**config.mk**
```make
export PLATFORM = sky130hd
export DESIGN_NAME = uart_tx_arbiter_flat
export DESIGN_NICKNAME = d
export VERILOG_FILES = /design/src/rtl/uart_tx_arbiter_if.sv /design/src/rtl/uart_tx_arbiter.sv /design/src/flat_wrapper.sv
export SDC_FILE = /design/constraint.sdc
export NUM_CORES = 1
export LEC_CHECK = 0
export ABC_AREA = 1
export ABC_CLOCK_PERIOD_IN_PS = 2900
export CAP_MARGIN = 0
export CORE_ASPECT_RATIO = 1.2
export CORE_UTILIZATION = 47
export CTS_CLUSTER_SIZE = 14
export DETAILED_ROUTE_END_ITERATION = 8
export DONT_BUFFER_PORTS = 1
export GPL_TIMING_DRIVEN = 0
export PLACE_DENSITY = 0.66
export SKIP_LAST_GASP = 1
export SLEW_MARGIN = 5
export SYNTH_ARGS = -nofsm -noshare
export SYNTH_HDL_FRONTEND = slang
export SYNTH_SLANG_ARGS = --single-unit
```
**constraint.sdc**
```tcl
create_clock -name clk -period 2.9 [get_ports clk]
set_clock_uncertainty 0.1 [all_clocks]
set_input_delay 0.29 -clock clk [delete_from_list [all_inputs] [get_ports clk]]
set_output_delay 0.29 -clock clk [all_outputs]
set_load 0.02 [all_outputs]
```
**src/rtl/uart_tx_arbiter_if.sv**
```systemverilog
// Handshake bundle between the two byte sources, the arbiter and the UART transmitter.
// The slave modport is the arbiter's view; master is the surrounding logic's view.
interface uart_tx_arbiter_if #(
    parameter int unsigned DEPTH = 4
);
    localparam int unsigned CW = $clog2(DEPTH) + 1;

    logic [7:0]    req0_data;
    logic          req0_valid;
    logic          req0_ready;
    logic [7:0]    req1_data;
    logic          req1_valid;
    logic          req1_ready;
    logic [7:0]    tx_data;
    logic          tx_valid;
    logic          tx_ready;
    logic [1:0]    grant;
    logic [CW-1:0] count0;
    logic [CW-1:0] count1;

    modport slave (
        input  req0_data, req0_valid, req1_data, req1_valid, tx_ready,
        output req0_ready, req1_ready, tx_data, tx_valid, grant, count0, count1
    );

    modport master (
        output req0_data, req0_valid, req1_data, req1_valid, tx_ready,
        input  req0_ready, req1_ready, tx_data, tx_valid, grant, count0, count1
    );
endinterface

```
**src/rtl/uart_tx_arbiter.sv**
```systemverilog
// Two per-requester byte FIFOs drained round-robin into the single UART transmitter.
// One byte at a time is held in a registered output stage until the UART accepts it.
module uart_tx_arbiter #(
    parameter int unsigned DEPTH = 4
) (
    input logic              clk,
    input logic              cpu_rst_n,
    uart_tx_arbiter_if.slave bus
);
    localparam int unsigned PW = $clog2(DEPTH);
    localparam int unsigned CW = PW + 1;

    typedef enum logic {StIdle, StPresent} state_e;

    state_e        state_q;
    logic [7:0]    tx_data_q;
    logic          tx_valid_q;
    logic [1:0]    grant_q;
    logic          last_grant_q;

    logic [7:0]    mem0_q [DEPTH];
    logic [7:0]    mem1_q [DEPTH];
    logic [PW-1:0] wr0_q, rd0_q, wr1_q, rd1_q;
    logic [CW-1:0] cnt0_q, cnt1_q;

    logic ready0, ready1, push0, push1;
    logic ne0, ne1, pick1, pop0, pop1;

    always_comb begin
        ready0 = cnt0_q < CW'(DEPTH);
        ready1 = cnt1_q < CW'(DEPTH);
        push0  = bus.req0_valid && ready0;
        push1  = bus.req1_valid && ready1;
        ne0    = cnt0_q != '0;
        ne1    = cnt1_q != '0;
        // Requester 1 wins when it is alone, or when both wait and 0 was served last.
        pick1  = ne1 && (!ne0 || !last_grant_q);
        pop0   = (state_q == StIdle) && ne0 && !pick1;
        pop1   = (state_q == StIdle) && pick1;
    end

    always_ff @(posedge clk or negedge cpu_rst_n) begin
        if (!cpu_rst_n) begin
            wr0_q  <= '0;
            rd0_q  <= '0;
            cnt0_q <= '0;
            wr1_q  <= '0;
            rd1_q  <= '0;
            cnt1_q <= '0;
        end else begin
            if (push0) wr0_q <= wr0_q + PW'(1);
            if (pop0)  rd0_q <= rd0_q + PW'(1);
            if (push1) wr1_q <= wr1_q + PW'(1);
            if (pop1)  rd1_q <= rd1_q + PW'(1);
            cnt0_q <= cnt0_q + CW'(push0) - CW'(pop0);
            cnt1_q <= cnt1_q + CW'(push1) - CW'(pop1);
        end
    end

    // Storage needs no reset: occupancy is governed by the reset counters and pointers.
    always_ff @(posedge clk) begin
        if (push0) mem0_q[wr0_q] <= bus.req0_data;
        if (push1) mem1_q[wr1_q] <= bus.req1_data;
    end

    always_ff @(posedge clk or negedge cpu_rst_n) begin
        if (!cpu_rst_n) begin
            state_q      <= StIdle;
            tx_data_q    <= 8'h00;
            tx_valid_q   <= 1'b0;
            grant_q      <= 2'b00;
            last_grant_q <= 1'b1;
        end else begin
            case (state_q)
                StIdle: begin
                    if (pop0 || pop1) begin
                        tx_data_q  <= pop1 ? mem1_q[rd1_q] : mem0_q[rd0_q];
                        grant_q    <= pop1 ? 2'b10 : 2'b01;
                        tx_valid_q <= 1'b1;
                        state_q    <= StPresent;
                    end
                end
                StPresent: begin
                    if (bus.tx_ready) begin
                        last_grant_q <= grant_q[1];
                        tx_valid_q   <= 1'b0;
                        grant_q      <= 2'b00;
                        state_q      <= StIdle;
                    end
                end
                default: state_q <= StIdle;
            endcase
        end
    end

    assign bus.req0_ready = ready0;
    assign bus.req1_ready = ready1;
    assign bus.tx_data    = tx_data_q;
    assign bus.tx_valid   = tx_valid_q;
    assign bus.grant      = grant_q;
    assign bus.count0     = cnt0_q;
    assign bus.count1     = cnt1_q;
endmodule

```
**src/flat_wrapper.sv**
```systemverilog
// flat-port wrapper written by rule: the top's interface ports become plain ports
module uart_tx_arbiter_flat 
#(
    parameter int unsigned DEPTH = 4
)
  (clk, cpu_rst_n, bus_req0_data, bus_req0_valid, bus_req1_data, bus_req1_valid, bus_tx_ready, bus_req0_ready, bus_req1_ready, bus_tx_data, bus_tx_valid, bus_grant, bus_count0, bus_count1);
  uart_tx_arbiter_if #(.DEPTH(DEPTH)) bus_i ();
  input logic clk;
  input logic cpu_rst_n;
  input wire logic [$bits(bus_i.req0_data)-1:0] bus_req0_data;
  input wire logic [$bits(bus_i.req0_valid)-1:0] bus_req0_valid;
  input wire logic [$bits(bus_i.req1_data)-1:0] bus_req1_data;
  input wire logic [$bits(bus_i.req1_valid)-1:0] bus_req1_valid;
  input wire logic [$bits(bus_i.tx_ready)-1:0] bus_tx_ready;
  output wire logic [$bits(bus_i.req0_ready)-1:0] bus_req0_ready;
  output wire logic [$bits(bus_i.req1_ready)-1:0] bus_req1_ready;
  output wire logic [$bits(bus_i.tx_data)-1:0] bus_tx_data;
  output wire logic [$bits(bus_i.tx_valid)-1:0] bus_tx_valid;
  output wire logic [$bits(bus_i.grant)-1:0] bus_grant;
  output wire logic [$bits(bus_i.count0)-1:0] bus_count0;
  output wire logic [$bits(bus_i.count1)-1:0] bus_count1;
  assign bus_i.req0_data = bus_req0_data;
  assign bus_i.req0_valid = bus_req0_valid;
  assign bus_i.req1_data = bus_req1_data;
  assign bus_i.req1_valid = bus_req1_valid;
  assign bus_i.tx_ready = bus_tx_ready;
  assign bus_req0_ready = bus_i.req0_ready;
  assign bus_req1_ready = bus_i.req1_ready;
  assign bus_tx_data = bus_i.tx_data;
  assign bus_tx_valid = bus_i.tx_valid;
  assign bus_grant = bus_i.grant;
  assign bus_count0 = bus_i.count0;
  assign bus_count1 = bus_i.count1;
  uart_tx_arbiter #(.DEPTH(DEPTH)) u_core (.clk(clk), .cpu_rst_n(cpu_rst_n), .bus(bus_i));
endmodule
```
======== After elaboration in Yosys (flattened, before gate mapping) ========
Memories as Yosys holds them, arrays and structs flattened.
Cells that the tools add are included.
storage, ports and cells
  bits in writable memories ............... 64
  memories ................................ 2
  input port bits ......................... 21
  word-level logic and storage cells ...... 57
  bits in registers ....................... 27
cells by class
  equal/unequal tests ..................... 2
  order comparisons ....................... 2
  muxes and demuxes ....................... 15
  add/sub/neg operators ................... 8
  reduce and logical (&&, ||, !) cells .... 16
  bitwise gates (word level) .............. 1
memories
  name           words  width  rd ports  clocked after Yosys merged registers in  write ports  RTL line               RTL
  u_core.mem0_q  4      8      1         0                                        1            uart_tx_arbiter.sv:21  logic [7:0] mem0_q [DEPTH];
  u_core.mem1_q  4      8      1         0                                        1            uart_tx_arbiter.sv:22  logic [7:0] mem1_q [DEPTH];
operators with widths
  operator                                      count
  adder 2 x 1 -> 2 bit (second input constant)  4
  two-way mux 1 bit                             8
  two-way mux 8 bit                             1
  adder 3 x 1 -> 3 bit                          2
  logical AND 1 bit                             6
  < comparator 3 bit (second input constant)    2
  two-way mux 2 bit                             3
  AND reduction 2 bit                           3
  nonzero test 3 bit                            2
  subtractor 3 x 1 -> 3 bit                     2
  != test 2 bit (second input constant)         2
  case mux 1 bit (2 select lines)               2
  case mux 2 bit (2 select lines)               1
  logical NOT 1 bit                             3
  logical OR 1 bit                              2
  inverter 1 bit                                1

======== Logic depth before layout (Yosys ltp) ========
  depth after elaboration ................. 9
  mapped depth ............................ 12
  mapped depth without buffers ............ 12

======== Worst setup path before layout ========
No wires, ideal clock.
  path type ............................... register to register
  from .................................... reg u_core.cnt0_q[1], in the netlist u_core.bus.count0[1]
  to ...................................... reg u_core.cnt1_q[2], in the netlist u_core.bus.count1[2]
  path slack .............................. 0.638 ns
  data arrival time ....................... 2.034 ns
  cell stages (with the launch flop) ...... 13
  clock period less this slack ............ 2.262 ns
  data required time ...................... 2.671 ns
  library setup time ...................... 0.129 ns
  path through ............................ dfrtp_1 -> nor2_2 -> nand2_2 -> nand2_2 -> nand3_4 -> inv_1 -> ha_1 -> inv_1 -> ha_1 -> inv_1 -> fa_1 -> xnor2_1 -> xor2_1
between the ends
  longest elaborated chain between the ends .. 6
RTL lines
  what                       RTL line               RTL
  start, declared            uart_tx_arbiter.sv:24  logic [CW-1:0] cnt0_q, cnt1_q;
  start signal, assigned     uart_tx_arbiter.sv:55  cnt0_q <= cnt0_q + CW'(push0) - CW'(pop0);
  nonzero test 3 bit         uart_tx_arbiter.sv:34  ne0 = cnt0_q != '0;
  logical NOT 1 bit          uart_tx_arbiter.sv:37  pick1 = ne1 && (!ne0 || !last_grant_q);
  logical OR 1 bit           uart_tx_arbiter.sv:37
  logical AND 1 bit          uart_tx_arbiter.sv:37
  logical AND 1 bit          uart_tx_arbiter.sv:39  pop1 = (state_q == StIdle) && pick1;
  subtractor 3 x 1 -> 3 bit  uart_tx_arbiter.sv:56  cnt1_q <= cnt1_q + CW'(push1) - CW'(pop1);
  end signal, assigned       uart_tx_arbiter.sv:56
  end, declared              uart_tx_arbiter.sv:24
No other way between the ends.
A chain may end at the register's enable or synchronous reset.

======== Worst setup path in the final report ========
Same ends and word-level chain as after synthesis.

==> results.ini <==
[critical_path]
critPathMostFrequentCell = inv_1
worst-path-buf-inv = 3
cp-end-kind = flop
crit_chain = nor2_2, nand2_2, nand2_2, nand3_4, inv_1, ha_1, inv_1, ha_1, inv_1, fa_1, xnor2_1, xor2_1
arrival_ns = 2.71
cpPeakStageDelay_ns = 0.51
critical_path_class = reg2reg
path_delay_family = adder cells
crit_path_top_delay_cell = dfrtp_1
start_kind = flop
required_ns = 3.08
path_max_fanout = 5
ff2ff_setup_slack_ns = 0.37

[die]
fp.dieW_um = 87.7
die_area_um2 = 9190
io_pins = 40
die_h_um = 105
initial_core_util_pct = 48.3
core_um2 = 8560
std_cell_rows = 37

[synthesis]
synth_adder_area_share_pct = 4.59
synth_area_leaders = edfxtp_1 46%, dfrtp_1 16%, nand2_1 10%, inv_1 7.1%, nand3_1 6.9%
ys_warn_count = 0
synth_top_flop_cell = edfxtp_1
async_flop_share_pct = 29.7
yosys.cell_types.count = 28
ys_seq_elements = 91
synthMuxAreaShare_pct = 0
synth_area_um2 = 4140
synth_edf_count = 64
ys_seq_area_share_pct = 62.8
synth-simple-area-share_pct = 19.3
synth_nets = 436
synth-compound-area-share_pct = 1.21
synth_xor_area_share_pct = 2.09
synth_top_family_by_area = simple AND/OR/NAND/NOR gates
synth_top_area_share_pct = 46.4
yosysMostFrequentCell = nand2_1
syn_avg_cell_area_um2 = 10.3
synth_commonest_cells = 111 x nand2_1, 78 x inv_1, 64 x edfxtp_1
synth_top_area_cell = edfxtp_1
syn_inst = 401

[power_and_ir_drop]
swShare_pct = 41.2
p_switching_mw = 1.87
clkPwrFrac_pct = 15.9
p_leak_nw = 2.15
p_int_mw = 2.66
pwr-share-comb_pct = 39.3
p_seq_share_pct = 44.8
ir_worst_vdd_mv = 0.469
powerDensity_nw_per_um2 = 976

[placement]
gp_congestion = 0.762
post-dp-hpwl_um = 5300
io_buffer_count = 0
pre_cts_ws_ns = 0.365
placed_area_um2 = 4290

[clock_tree]
root_buffer = clkbuf_8
cts_setup_buffers = 0
clk_path_buf_depth = 2
cts_buffers = 9
clk_pin_slew_ns = 0.08
cts.sinks = 91
cts-htree-levels = 3
cts_tree = built
insertion_delay_ns = 0.36

[sta]
worst_slew_pin_slew_ns = 0.856
grt_setup_unrepaired = false
fmax_mhz = 395
slew_headroom_pct = 42.7
fin_crit_sh_pct = 87.2
final.setup.tns_ns = 0
worst_slack_ns = 0.370
setup_violations = 0
min_period_ns = 2.53
slew_violations = 0
finalHoldViolations = 0

[route]
dr_total_vias = 2594
drt_iter0_drc = 119
viasPerCell = 4.69
wl_per_cell_um = 13.9
firstDrtPassIters = 4
ant_nets = 0
totalWireLength_um = 7700
drc_errors = 0

[cells_and_area]
final_cell_area_um2 = 4640
areaGrowthSynthToFinish_pct = 12.1
finalNetCount = 466
drive_gt1_share_pct = 8.72
antenna_cells = 0

[min_path]
hp-class = in2reg

[status]
status = finished, final reports clean

[global_routing]
busiest_layer = met2
antenna_found_initial = 0
met1_usage_pct = 24.6
grt.met3_usage_pct = 5.53
grt_first_pass_wirelength_um = 12600
grt_use_met2_pct = 29.7
grt_max_degree = 28
grt_pass1_vias = 2578
globalRouteTotalUtil_pct = 18.9
grt_overflow = 0

[job]
max_cap_violations = 0

[cell families (layout without fill, tap and decap cells)]
logic type      Yosys count  count (layout)
xor+xnor                  9               9
compound gates            8               8
flops                    91              91
buf+inv                  94             129
simple gates            185             185
fa+ha+maj                14              14
[sequential cells by signal, indices dropped and copies added (netlist names)]
| signal | count |
|---|---|
| u_core.bus.count1 | 3 |
| u_core.state_q | 1 |
| u_core.rd1_q | 2 |
| u_core.bus.tx_valid | 1 |
| u_core.wr1_q | 2 |
| u_core.rd0_q | 2 |
| u_core.wr0_q | 2 |
| u_core.bus.tx_data | 8 |
| u_core.bus.count0 | 3 |
| u_core.bus.grant | 2 |
| u_core.last_grant_q | 1 |
| u_core.mem0_q | 32 |
| u_core.mem1_q | 32 |
[power groups by stage]
| stage | clock network [mW] | registers (mW) | logic (mW) |
|---|---|---|---|
| 3_3_place_gp | 0 | 2.06 | 1.70 |
| 2_1_floorplan | 0 | 2.02 | 1.37 |
| 3_5_place_dp | 0 | 2.07 | 1.76 |
| 6_report | 0.718 | 2.03 | 1.78 |
| 5_1_grt | 0.794 | 2.07 | 2.02 |
| 4_1_cts | 0.737 | 2.04 | 1.80 |
[worst register-to-register path, stage by stage (launching register included)]
cell	delay (ns)
dfrtp_1	0.51
nor2_2	0.19
nand2_2	0.11
nand2_2	0.11
nand3_4	0.11
inv_1	0.14
ha_1	0.24
inv_1	0.06
ha_1	0.13
inv_1	0.04
fa_1	0.37
xnor2_1	0.18
xor2_1	0.18
[metal layers]
layer	up-vias	wire, um
met3	11	418
li1	1323	-
met2	61	3660
met5	-	0
met1	1199	3510
met4	0	111
[final timing paths]
path,start,to,depth (start not counted)
max,u_core.bus.count0[1]$_DFF_PN0_,u_core.bus.count1[2]$_DFF_PN0_,12
min,bus_tx_ready,u_core.last_grant_q$_DFFE_PN1P_,2
min reg2reg,u_core.last_grant_q$_DFFE_PN1P_,u_core.last_grant_q$_DFFE_PN1P_,2
max in group asynchronous,cpu_rst_n,u_core.last_grant_q$_DFFE_PN1P_,2
min in group asynchronous,cpu_rst_n,u_core.bus.tx_data[0]$_DFFE_PN0P_,2
max reg2reg,u_core.bus.count0[1]$_DFF_PN0_,u_core.bus.count1[2]$_DFF_PN0_,12
[cell usage in the layout, fill, tap and decap left out, types with 2 or more instances in the layout]
cell           count
clkinv_2           3
buf_2              2
fa_1               2
nor2_1            10
buf_4              4
clkbuf_1           2
nand2_2            3
ha_1              12
inv_2              2
dlygate4sd3_1     18
xor2_1             4
clkinv_1           3
xnor2_1            4
dfrtp_1           26
o21ai_0            5
edfxtp_1          64
nand2_1          111
clkbuf_8           9
inv_1             78
buf_6              5
nand3_1           57
[what timing repair did]
item                                    in CTS  in global routing
hold buffers                                19                  0
hold endpoints to repair                    92                  0
resized for setup                            0                  0
endpoints found under the setup margin       0                  0
[cell type report]
type	count	area (um^2)
Fill cell	765	3920
Sequential cell	91	2600
Multi-Input combinational cell	216	1130
Inverter	83	319
Timing Repair Buffer	19	200
Tap cell	117	146
Clock buffer	11	131
Buffer	11	96.3
Clock inverter	5	22.5
[per-stage QoR]
stage	util (%)	instances	total power, mW	hold slack [ns]
after floorplan	-	401	3.39	-0.106
after global placement	50.1	518	3.76	-0.105
after detailed placement	50.1	518	3.82	-0.105
after CTS	54.2	553	4.58	0.0325
after global routing	54.2	553	4.89	0.0579
final	54.2	553	4.53	0.0536
(Power assumes the default switching activity.)
